## config.mk

```make
export PLATFORM = sky130hd
export DESIGN_NAME = ni_requester
export DESIGN_NICKNAME = d
export VERILOG_FILES = /design/src/rtl/pa_noc.sv /design/src/rtl/ni_pkt_codec.sv /design/src/rtl/ni_requester.sv
export SDC_FILE = /design/constraint.sdc
export NUM_CORES = 1
export LEC_CHECK = 0
export BUFFER_PORTS_ARGS = -buffer_cell sky130_fd_sc_hd__buf_2
export CORE_MARGIN = 1
export CORE_UTILIZATION = 41
export CTS_CLUSTER_DIAMETER = 50
export DETAILED_ROUTE_END_ITERATION = 12
export PLACE_DENSITY = 0.78
export SYNTH_ARGS = -nofsm -noshare
export SYNTH_HDL_FRONTEND = slang
export SYNTH_SLANG_ARGS = --single-unit
```

## constraint.sdc

```tcl
create_clock -name i_clk -period 1.8 [get_ports i_clk]
set_clock_uncertainty 0.05 [all_clocks]
set_input_delay 0.36 -clock i_clk [delete_from_list [all_inputs] [get_ports i_clk]]
set_output_delay 0.36 -clock i_clk [all_outputs]
set_load 0.02 [all_outputs]
```

## src/rtl/pa_noc.sv

```systemverilog
// Shared NoC definitions: the 60-bit packet layout, packet kinds and the requester FSM states.
package pa_noc;

    localparam int APB_PACKET_WIDTH = 60;
    localparam int COORD_BITS       = 2;

    localparam int DST_COL_LSB = 0;
    localparam int DST_ROW_LSB = 2;
    localparam int SRC_COL_LSB = 4;
    localparam int SRC_ROW_LSB = 6;
    localparam int VALID_BIT   = 8;
    localparam int KIND_BIT    = 9;
    localparam int WRITE_BIT   = 10;
    localparam int ERR_BIT     = 11;
    localparam int ADDR_LSB    = 12;
    localparam int ADDR_BITS   = 16;
    localparam int DATA_LSB    = 28;
    localparam int DATA_BITS   = 32;

    localparam logic KIND_REQ = 1'b0;
    localparam logic KIND_RSP = 1'b1;

    typedef enum logic [1:0] {
        ST_IDLE,
        ST_SEND,
        ST_WAIT,
        ST_DONE
    } niState_e;

endpackage

```

## src/rtl/ni_pkt_codec.sv

```systemverilog
// Purely combinational pack (tx side) and unpack (rx side) of NoC packet fields.
module ni_pkt_codec
    import pa_noc::*;
(
    input  logic [COORD_BITS-1:0]       i_txDstRow,
    input  logic [COORD_BITS-1:0]       i_txDstCol,
    input  logic [COORD_BITS-1:0]       i_txSrcRow,
    input  logic [COORD_BITS-1:0]       i_txSrcCol,
    input  logic                        i_txValid,
    input  logic                        i_txKind,
    input  logic                        i_txWrite,
    input  logic                        i_txErr,
    input  logic [ADDR_BITS-1:0]        i_txAddr,
    input  logic [DATA_BITS-1:0]        i_txData,
    output logic [APB_PACKET_WIDTH-1:0] o_txPacket,
    input  logic [APB_PACKET_WIDTH-1:0] i_rxPacket,
    output logic [COORD_BITS-1:0]       o_rxDstRow,
    output logic [COORD_BITS-1:0]       o_rxDstCol,
    output logic [COORD_BITS-1:0]       o_rxSrcRow,
    output logic [COORD_BITS-1:0]       o_rxSrcCol,
    output logic                        o_rxValid,
    output logic                        o_rxKind,
    output logic                        o_rxWrite,
    output logic                        o_rxErr,
    output logic [ADDR_BITS-1:0]        o_rxAddr,
    output logic [DATA_BITS-1:0]        o_rxData
);

    always_comb begin
        o_txPacket                              = '0;
        o_txPacket[DST_COL_LSB +: COORD_BITS]   = i_txDstCol;
        o_txPacket[DST_ROW_LSB +: COORD_BITS]   = i_txDstRow;
        o_txPacket[SRC_COL_LSB +: COORD_BITS]   = i_txSrcCol;
        o_txPacket[SRC_ROW_LSB +: COORD_BITS]   = i_txSrcRow;
        o_txPacket[VALID_BIT]                   = i_txValid;
        o_txPacket[KIND_BIT]                    = i_txKind;
        o_txPacket[WRITE_BIT]                   = i_txWrite;
        o_txPacket[ERR_BIT]                     = i_txErr;
        o_txPacket[ADDR_LSB +: ADDR_BITS]       = i_txAddr;
        o_txPacket[DATA_LSB +: DATA_BITS]       = i_txData;
    end

    assign o_rxDstCol = i_rxPacket[DST_COL_LSB +: COORD_BITS];
    assign o_rxDstRow = i_rxPacket[DST_ROW_LSB +: COORD_BITS];
    assign o_rxSrcCol = i_rxPacket[SRC_COL_LSB +: COORD_BITS];
    assign o_rxSrcRow = i_rxPacket[SRC_ROW_LSB +: COORD_BITS];
    assign o_rxValid  = i_rxPacket[VALID_BIT];
    assign o_rxKind   = i_rxPacket[KIND_BIT];
    assign o_rxWrite  = i_rxPacket[WRITE_BIT];
    assign o_rxErr    = i_rxPacket[ERR_BIT];
    assign o_rxAddr   = i_rxPacket[ADDR_LSB +: ADDR_BITS];
    assign o_rxData   = i_rxPacket[DATA_LSB +: DATA_BITS];

endmodule

```

## src/rtl/ni_requester.sv

```systemverilog
// APB completer that turns each access into a NoC request packet and waits,
// with a timeout, for the matching response before completing the APB transfer.
module ni_requester
    import pa_noc::*;
#(
    parameter int GRID_WIDTH     = 4,
    parameter int NODE_ROW       = 0,
    parameter int NODE_COL       = 0,
    parameter int TIMEOUT_CYCLES = 64
) (
    input  logic                        i_clk,
    input  logic                        i_arst_n,
    input  logic                        i_psel,
    input  logic                        i_penable,
    input  logic                        i_pwrite,
    input  logic [15:0]                 i_paddr,
    input  logic [31:0]                 i_pwdata,
    output logic                        o_pready,
    output logic [31:0]                 o_prdata,
    output logic                        o_pslverr,
    output logic [APB_PACKET_WIDTH-1:0] o_apbPacket,
    input  logic [APB_PACKET_WIDTH-1:0] i_apbPacket,
    output logic                        o_timeout,
    output logic                        o_dropped
);

    localparam int COORD_WIDTH = $clog2(GRID_WIDTH);
    localparam int CNT_WIDTH   = $clog2(TIMEOUT_CYCLES + 1);

    localparam logic [COORD_WIDTH-1:0] OWN_ROW   = COORD_WIDTH'(NODE_ROW);
    localparam logic [COORD_WIDTH-1:0] OWN_COL   = COORD_WIDTH'(NODE_COL);
    localparam logic [CNT_WIDTH-1:0]   WAIT_LAST = CNT_WIDTH'(TIMEOUT_CYCLES - 1);

    niState_e                    state_q;
    logic [COORD_WIDTH-1:0]      dstRow_q;
    logic [COORD_WIDTH-1:0]      dstCol_q;
    logic                        write_q;
    logic                        err_q;
    logic [31:0]                 rdata_q;
    logic [CNT_WIDTH-1:0]        waitCnt_q;
    logic [APB_PACKET_WIDTH-1:0] packet_q;
    logic                        timeout_q;
    logic                        dropped_q;

    logic [COORD_WIDTH-1:0]      reqDstRow;
    logic [COORD_WIDTH-1:0]      reqDstCol;
    logic                        reqIsSelf;
    logic [APB_PACKET_WIDTH-1:0] reqPacket;

    logic [COORD_WIDTH-1:0]      rxDstRow;
    logic [COORD_WIDTH-1:0]      rxDstCol;
    logic [COORD_WIDTH-1:0]      rxSrcRow;
    logic [COORD_WIDTH-1:0]      rxSrcCol;
    logic                        rxValid;
    logic                        rxKind;
    logic                        rxWrite;
    logic                        rxErr;
    logic [15:0]                 rxAddr;
    logic [31:0]                 rxData;
    logic [16:0]                 unusedRx;

    logic                        rspMatch;
    logic                        doneAccess;

    assign reqDstRow = i_paddr[15:14];
    assign reqDstCol = i_paddr[13:12];
    assign reqIsSelf = (reqDstRow == OWN_ROW) && (reqDstCol == OWN_COL);

    ni_pkt_codec u_codec (
        .i_txDstRow (reqDstRow),
        .i_txDstCol (reqDstCol),
        .i_txSrcRow (OWN_ROW),
        .i_txSrcCol (OWN_COL),
        .i_txValid  (1'b1),
        .i_txKind   (KIND_REQ),
        .i_txWrite  (i_pwrite),
        .i_txErr    (1'b0),
        .i_txAddr   (i_paddr),
        .i_txData   (i_pwdata),
        .o_txPacket (reqPacket),
        .i_rxPacket (i_apbPacket),
        .o_rxDstRow (rxDstRow),
        .o_rxDstCol (rxDstCol),
        .o_rxSrcRow (rxSrcRow),
        .o_rxSrcCol (rxSrcCol),
        .o_rxValid  (rxValid),
        .o_rxKind   (rxKind),
        .o_rxWrite  (rxWrite),
        .o_rxErr    (rxErr),
        .o_rxAddr   (rxAddr),
        .o_rxData   (rxData)
    );

    assign unusedRx = {rxAddr, rxWrite};

    // Only a response from the node we asked, addressed to us, while waiting, counts.
    assign rspMatch = (state_q == ST_WAIT) && rxValid && (rxKind == KIND_RSP)
                   && (rxDstRow == OWN_ROW) && (rxDstCol == OWN_COL)
                   && (rxSrcRow == dstRow_q) && (rxSrcCol == dstCol_q);

    always_ff @(posedge i_clk or negedge i_arst_n) begin
        if (!i_arst_n) begin
            state_q   <= ST_IDLE;
            dstRow_q  <= '0;
            dstCol_q  <= '0;
            write_q   <= 1'b0;
            err_q     <= 1'b0;
            rdata_q   <= '0;
            waitCnt_q <= '0;
            packet_q  <= '0;
            timeout_q <= 1'b0;
            dropped_q <= 1'b0;
        end else begin
            packet_q  <= '0;
            timeout_q <= 1'b0;
            dropped_q <= rxValid && !rspMatch;
            case (state_q)
                ST_IDLE: begin
                    if (i_psel && !i_penable) begin
                        dstRow_q <= reqDstRow;
                        dstCol_q <= reqDstCol;
                        write_q  <= i_pwrite;
                        rdata_q  <= '0;
                        // A node cannot address itself through the mesh; fail immediately.
                        if (reqIsSelf) begin
                            err_q   <= 1'b1;
                            state_q <= ST_DONE;
                        end else begin
                            err_q    <= 1'b0;
                            packet_q <= reqPacket;
                            state_q  <= ST_SEND;
                        end
                    end
                end
                ST_SEND: begin
                    waitCnt_q <= '0;
                    state_q   <= ST_WAIT;
                end
                ST_WAIT: begin
                    if (rspMatch) begin
                        rdata_q <= rxData;
                        err_q   <= rxErr;
                        state_q <= ST_DONE;
                    end else if (waitCnt_q == WAIT_LAST) begin
                        rdata_q   <= '0;
                        err_q     <= 1'b1;
                        timeout_q <= 1'b1;
                        state_q   <= ST_DONE;
                    end else begin
                        waitCnt_q <= waitCnt_q + 1'b1;
                    end
                end
                ST_DONE: begin
                    if (i_psel && i_penable) begin
                        state_q <= ST_IDLE;
                    end
                end
                default: state_q <= ST_IDLE;
            endcase
        end
    end

    assign doneAccess  = (state_q == ST_DONE) && i_psel && i_penable;
    assign o_pready    = doneAccess;
    assign o_pslverr   = doneAccess && err_q;
    assign o_prdata    = (doneAccess && !write_q) ? rdata_q : '0;
    assign o_apbPacket = packet_q;
    assign o_timeout   = timeout_q;
    assign o_dropped   = dropped_q;

endmodule

```

==> reports/results.tsv <==
metric	value	unit
final critical-path share of the clock period	117.8	%
hold buffer count at cts	0	
CTS Buf Count	9	
proportion of netlist area held by the largest area contributor	59.64	%
async set-reset flop share out of synthesis	100.0	%
GRT Resource Usage Total	22.30	%
Critical R2R Launch	state_q[1]$_DFFE_PN0P_	
Detailed Route WL	12010	um
standard-cell rows	36	
Register-to-Register Path Depth	10	
shortest period the worst path allows	2.121	ns
outcome	finished with violations	
endpoint required time on the critical path	1.39	ns
top cells by area in the synthesized netlist	dfrtp_1 (60%), and2_1 (7.5%), nand3_1 (4.5%)	
Sinks on Clock Net	99	
failing checks	hold timing, setup timing	
count of flip-flops with a built-in enable after synthesis	0	
Post-Synthesis Mean Instance Area	10.46	um^2
prevailing post-synth register cell	dfrtp_1	
Antenna Nets Post-Route	0	
die height	102.7	um
Hold Path Class	primary input to asynchronous set/reset pin	
top cell family by delay on the critical path	buffers and inverters	
slowest cell on the critical path	dfrtp_1	
Worst path most repeated cell	buf_6	
ratio of cells with drive above 1 in the final layout	47.86	%
slack of the worst reg-to-reg path	-0.32	ns
Final Worst Setup Slack	-0.3210	ns
final setup violation count	74	
number of hold violations in the final report	2	
overflow left after global routing	0	
post-synthesis to final-layout area growth	51.08	%
Critical Path Start Type	register	
Slowest Stage Delay on Critical Path	0.38	ns
leakage power figure	3.175	nW
CP Max Fanout	5	
TritonCTS clock tree	built	
H-tree depth	3	
placement-stage worst setup slack	-0.1184	ns
starting DRC count in detailed routing	114	
pin count of the biggest net entering global routing	100	
cell-by-cell listing of the critical path	buf_6 -> ha_4 -> nand3_4 -> buf_6 -> buf_16 -> nor3_2 -> buf_4	
post-synthesis instance total	397	
CTS Root Buffer Type	clkbuf_8	
area of the core	9774	um^2
cell type with the largest total area after synthesis	dfrtp_1	
number of max-capacitance violations reported	0	
FF+latch count, synth	99	
per-cell via count in the routed design	4.977	
global-route wire length before repair	17400	um
count of unresolved DRC violations after routing	0	
Top Ports	209	
starting density of the core	42.50	%
critical path capture point type	output pin	
antenna violations before repair	0	
insertion delay of the later-clocked pin in the worst-skew pair	0.35	ns
Worst Path Arrival	1.71	ns
category of the most critical setup path	register to output pin	
sum of net half-perimeters after detailed placement	7326	um
transition time at the pin with the least slew margin	0.6604	ns
horizontal die dimension	102.7	um
layout net count	721	
detailed-router iteration count before antenna repair	4	
maximum operating frequency	471.5	MHz
clock transition at the registers of the reported paths	0.10	ns
Post-Syn Area	4154	um^2
max-slew violation count	0	
mean routed wirelength per cell	16.20	um
power density over the cells	1004	nW/um^2
Port Buffers	185	
maximum vdd ir drop	0.6486	mV
total via count in the routed design	3688	
capturing point of the worst reg2reg path	waitCnt_q[0]$_DFFE_PN0P_	
Seq/Total Area, Yosys	59.64	%
final antenna diode count	0	
number of buffers and inverters on the critical path	4	
Bufs on Longest Clock Path	2	
Synth top cells by count	dfrtp_1 (99), and2_1 (50), inv_1 (39)	
RSZ-0062 raised after global routing	true	
number of warnings reported in the yosys synthesis log	0	
number of global-route vias before repair	3670	
headroom to the max-slew limit	55.98	%
Netlist cell types	43	
worst hold-check slack	-0.007937	ns
Total Die Area	10540	um^2
most repeated cell in the gate-level netlist after synthesis	dfrtp_1	
GPL Wtd Cong	0.7477	
[where the power goes]
part | total (mW) | internal, mW | switching, mW
Clock | 1.43 | 0.647 | 0.780
Combinational | 2.32 | 0.953 | 1.37
Sequential | 2.55 | 2.43 | 0.114
Total | 6.30 | 4.03 | 2.26
[cell usage in the layout (no fill, tap or decap), types with 2 or more instances in the layout]
cell	count
o21ai_1	4
a21o_1	4
or3_4	2
a41oi_2	2
nor2_1	6
buf_4	45
a21oi_1	6
conb_1	6
nor2_2	2
ha_1	2
clkbuf_8	9
clkbuf_16	2
buf_6	14
buf_16	3
dfrtp_1	99
buf_12	6
inv_1	39
nand3_1	36
ha_4	3
nor3_1	4
nor3_2	21
clkinv_4	3
clkinv_2	2
a21oi_2	2
nor3_4	13
mux2i_1	4
xnor2_1	4
bufbuf_16	2
o211ai_1	2
buf_2	150
and2_1	50
nand2_1	8
o21ai_0	29
[worst max path at each step]
stage,from,to,slack (ns),cells past startpoint
global placement,i_apbPacket[3],waitCnt_q[3]$_DFFE_PN0P_,-0.06,6
floorplan,state_q[0]$_DFFE_PN0P_,o_prdata[23],-0.007,4
global route,state_q[0]$_DFFE_PN0P_,o_prdata[2],-0.41,7
detailed placement,i_apbPacket[3],waitCnt_q[3]$_DFFE_PN0P_,-0.12,8
finish,state_q[0]$_DFFE_PN0P_,o_prdata[2],-0.32,7
CTS,state_q[0]$_DFFE_PN0P_,o_prdata[14],-0.30,7
[area by class of cell]
| class | count | area, um^2 |
|---|---|---|
| Clock buffer | 10 | 127.6 |
| Fill cell | 762 | 3498 |
| Clock inverter | 6 | 66.31 |
| Inverter | 39 | 146.4 |
| Multi-Input combinational cell | 231 | 1713 |
| Timing Repair Buffer | 223 | 1579 |
| Tap cell | 133 | 166.4 |
| Sequential cell | 99 | 2477 |
[state kept, by name, summed over array words and instances (netlist names), 2 cells and up]
name / count
o_apbPacket: 50
dstRow_q: 2
dstCol_q: 2
state_q: 2
rdata_q: 32
waitCnt_q: 7
[routing by layer]
| layer | track usage (%) | vias to the layer above | routed length (um) |
|---|---|---|---|
| met2 | 41.54 | 168 | 6488 |
| met3 | 4.814 | 15 | 843 |
| li1 | - | 1717 | - |
| met5 | 0 | - | 0 |
| met1 | 24.17 | 1788 | 4488 |
| met4 | 9.890 | 0 | 186 |
[metrics by stage]
step | util, % | total power [mW] | area (um^2) | setup TNS, ns | std cells
global route | 64.21 | 6.635 | 6276 | -19.91 | 741
floorplan | - | 3.645 | 4175 | -0.1830 | 402
detailed placement | 54.24 | 4.344 | 5301 | -2.221 | 706
global placement | 54.24 | 4.270 | 5301 | -1.514 | 706
CTS | 61.96 | 6.071 | 6056 | -12.21 | 736
finish | 64.21 | 6.299 | 6276 | -13.52 | 741
[what timing repair did]
| item | 4_1_cts | 5_1_grt |
|---|---|---|
| endpoints found under the setup margin | 67 | 116 |
| cloned | 6 | 3 |
| endpoints found under the hold margin | 0 | 0 |
| pin swaps | 4 | 7 |
| setup buffers | 8 | 3 |
| resized for setup | 87 | 31 |
[logic make-up (layout without fill, tap and decap cells)]
logic type / after synthesis / in the layout / synth area share (%)
DFF: 99 / 99 / 59.64
xor gates and xnor gates: 4 / 4 / 0.8433
other: 1 / 6 / 0.09027
buffers and inverters: 73 / 278 / 8.192
muxes: 4 / 4 / 0.9639
AOI/OAI and AO/OA: 59 / 59 / 8.254
adders and majority gates: 5 / 5 / 1.506
and+or+nand+nor: 152 / 153 / 20.51
Power figures use the tool's default switching activity.
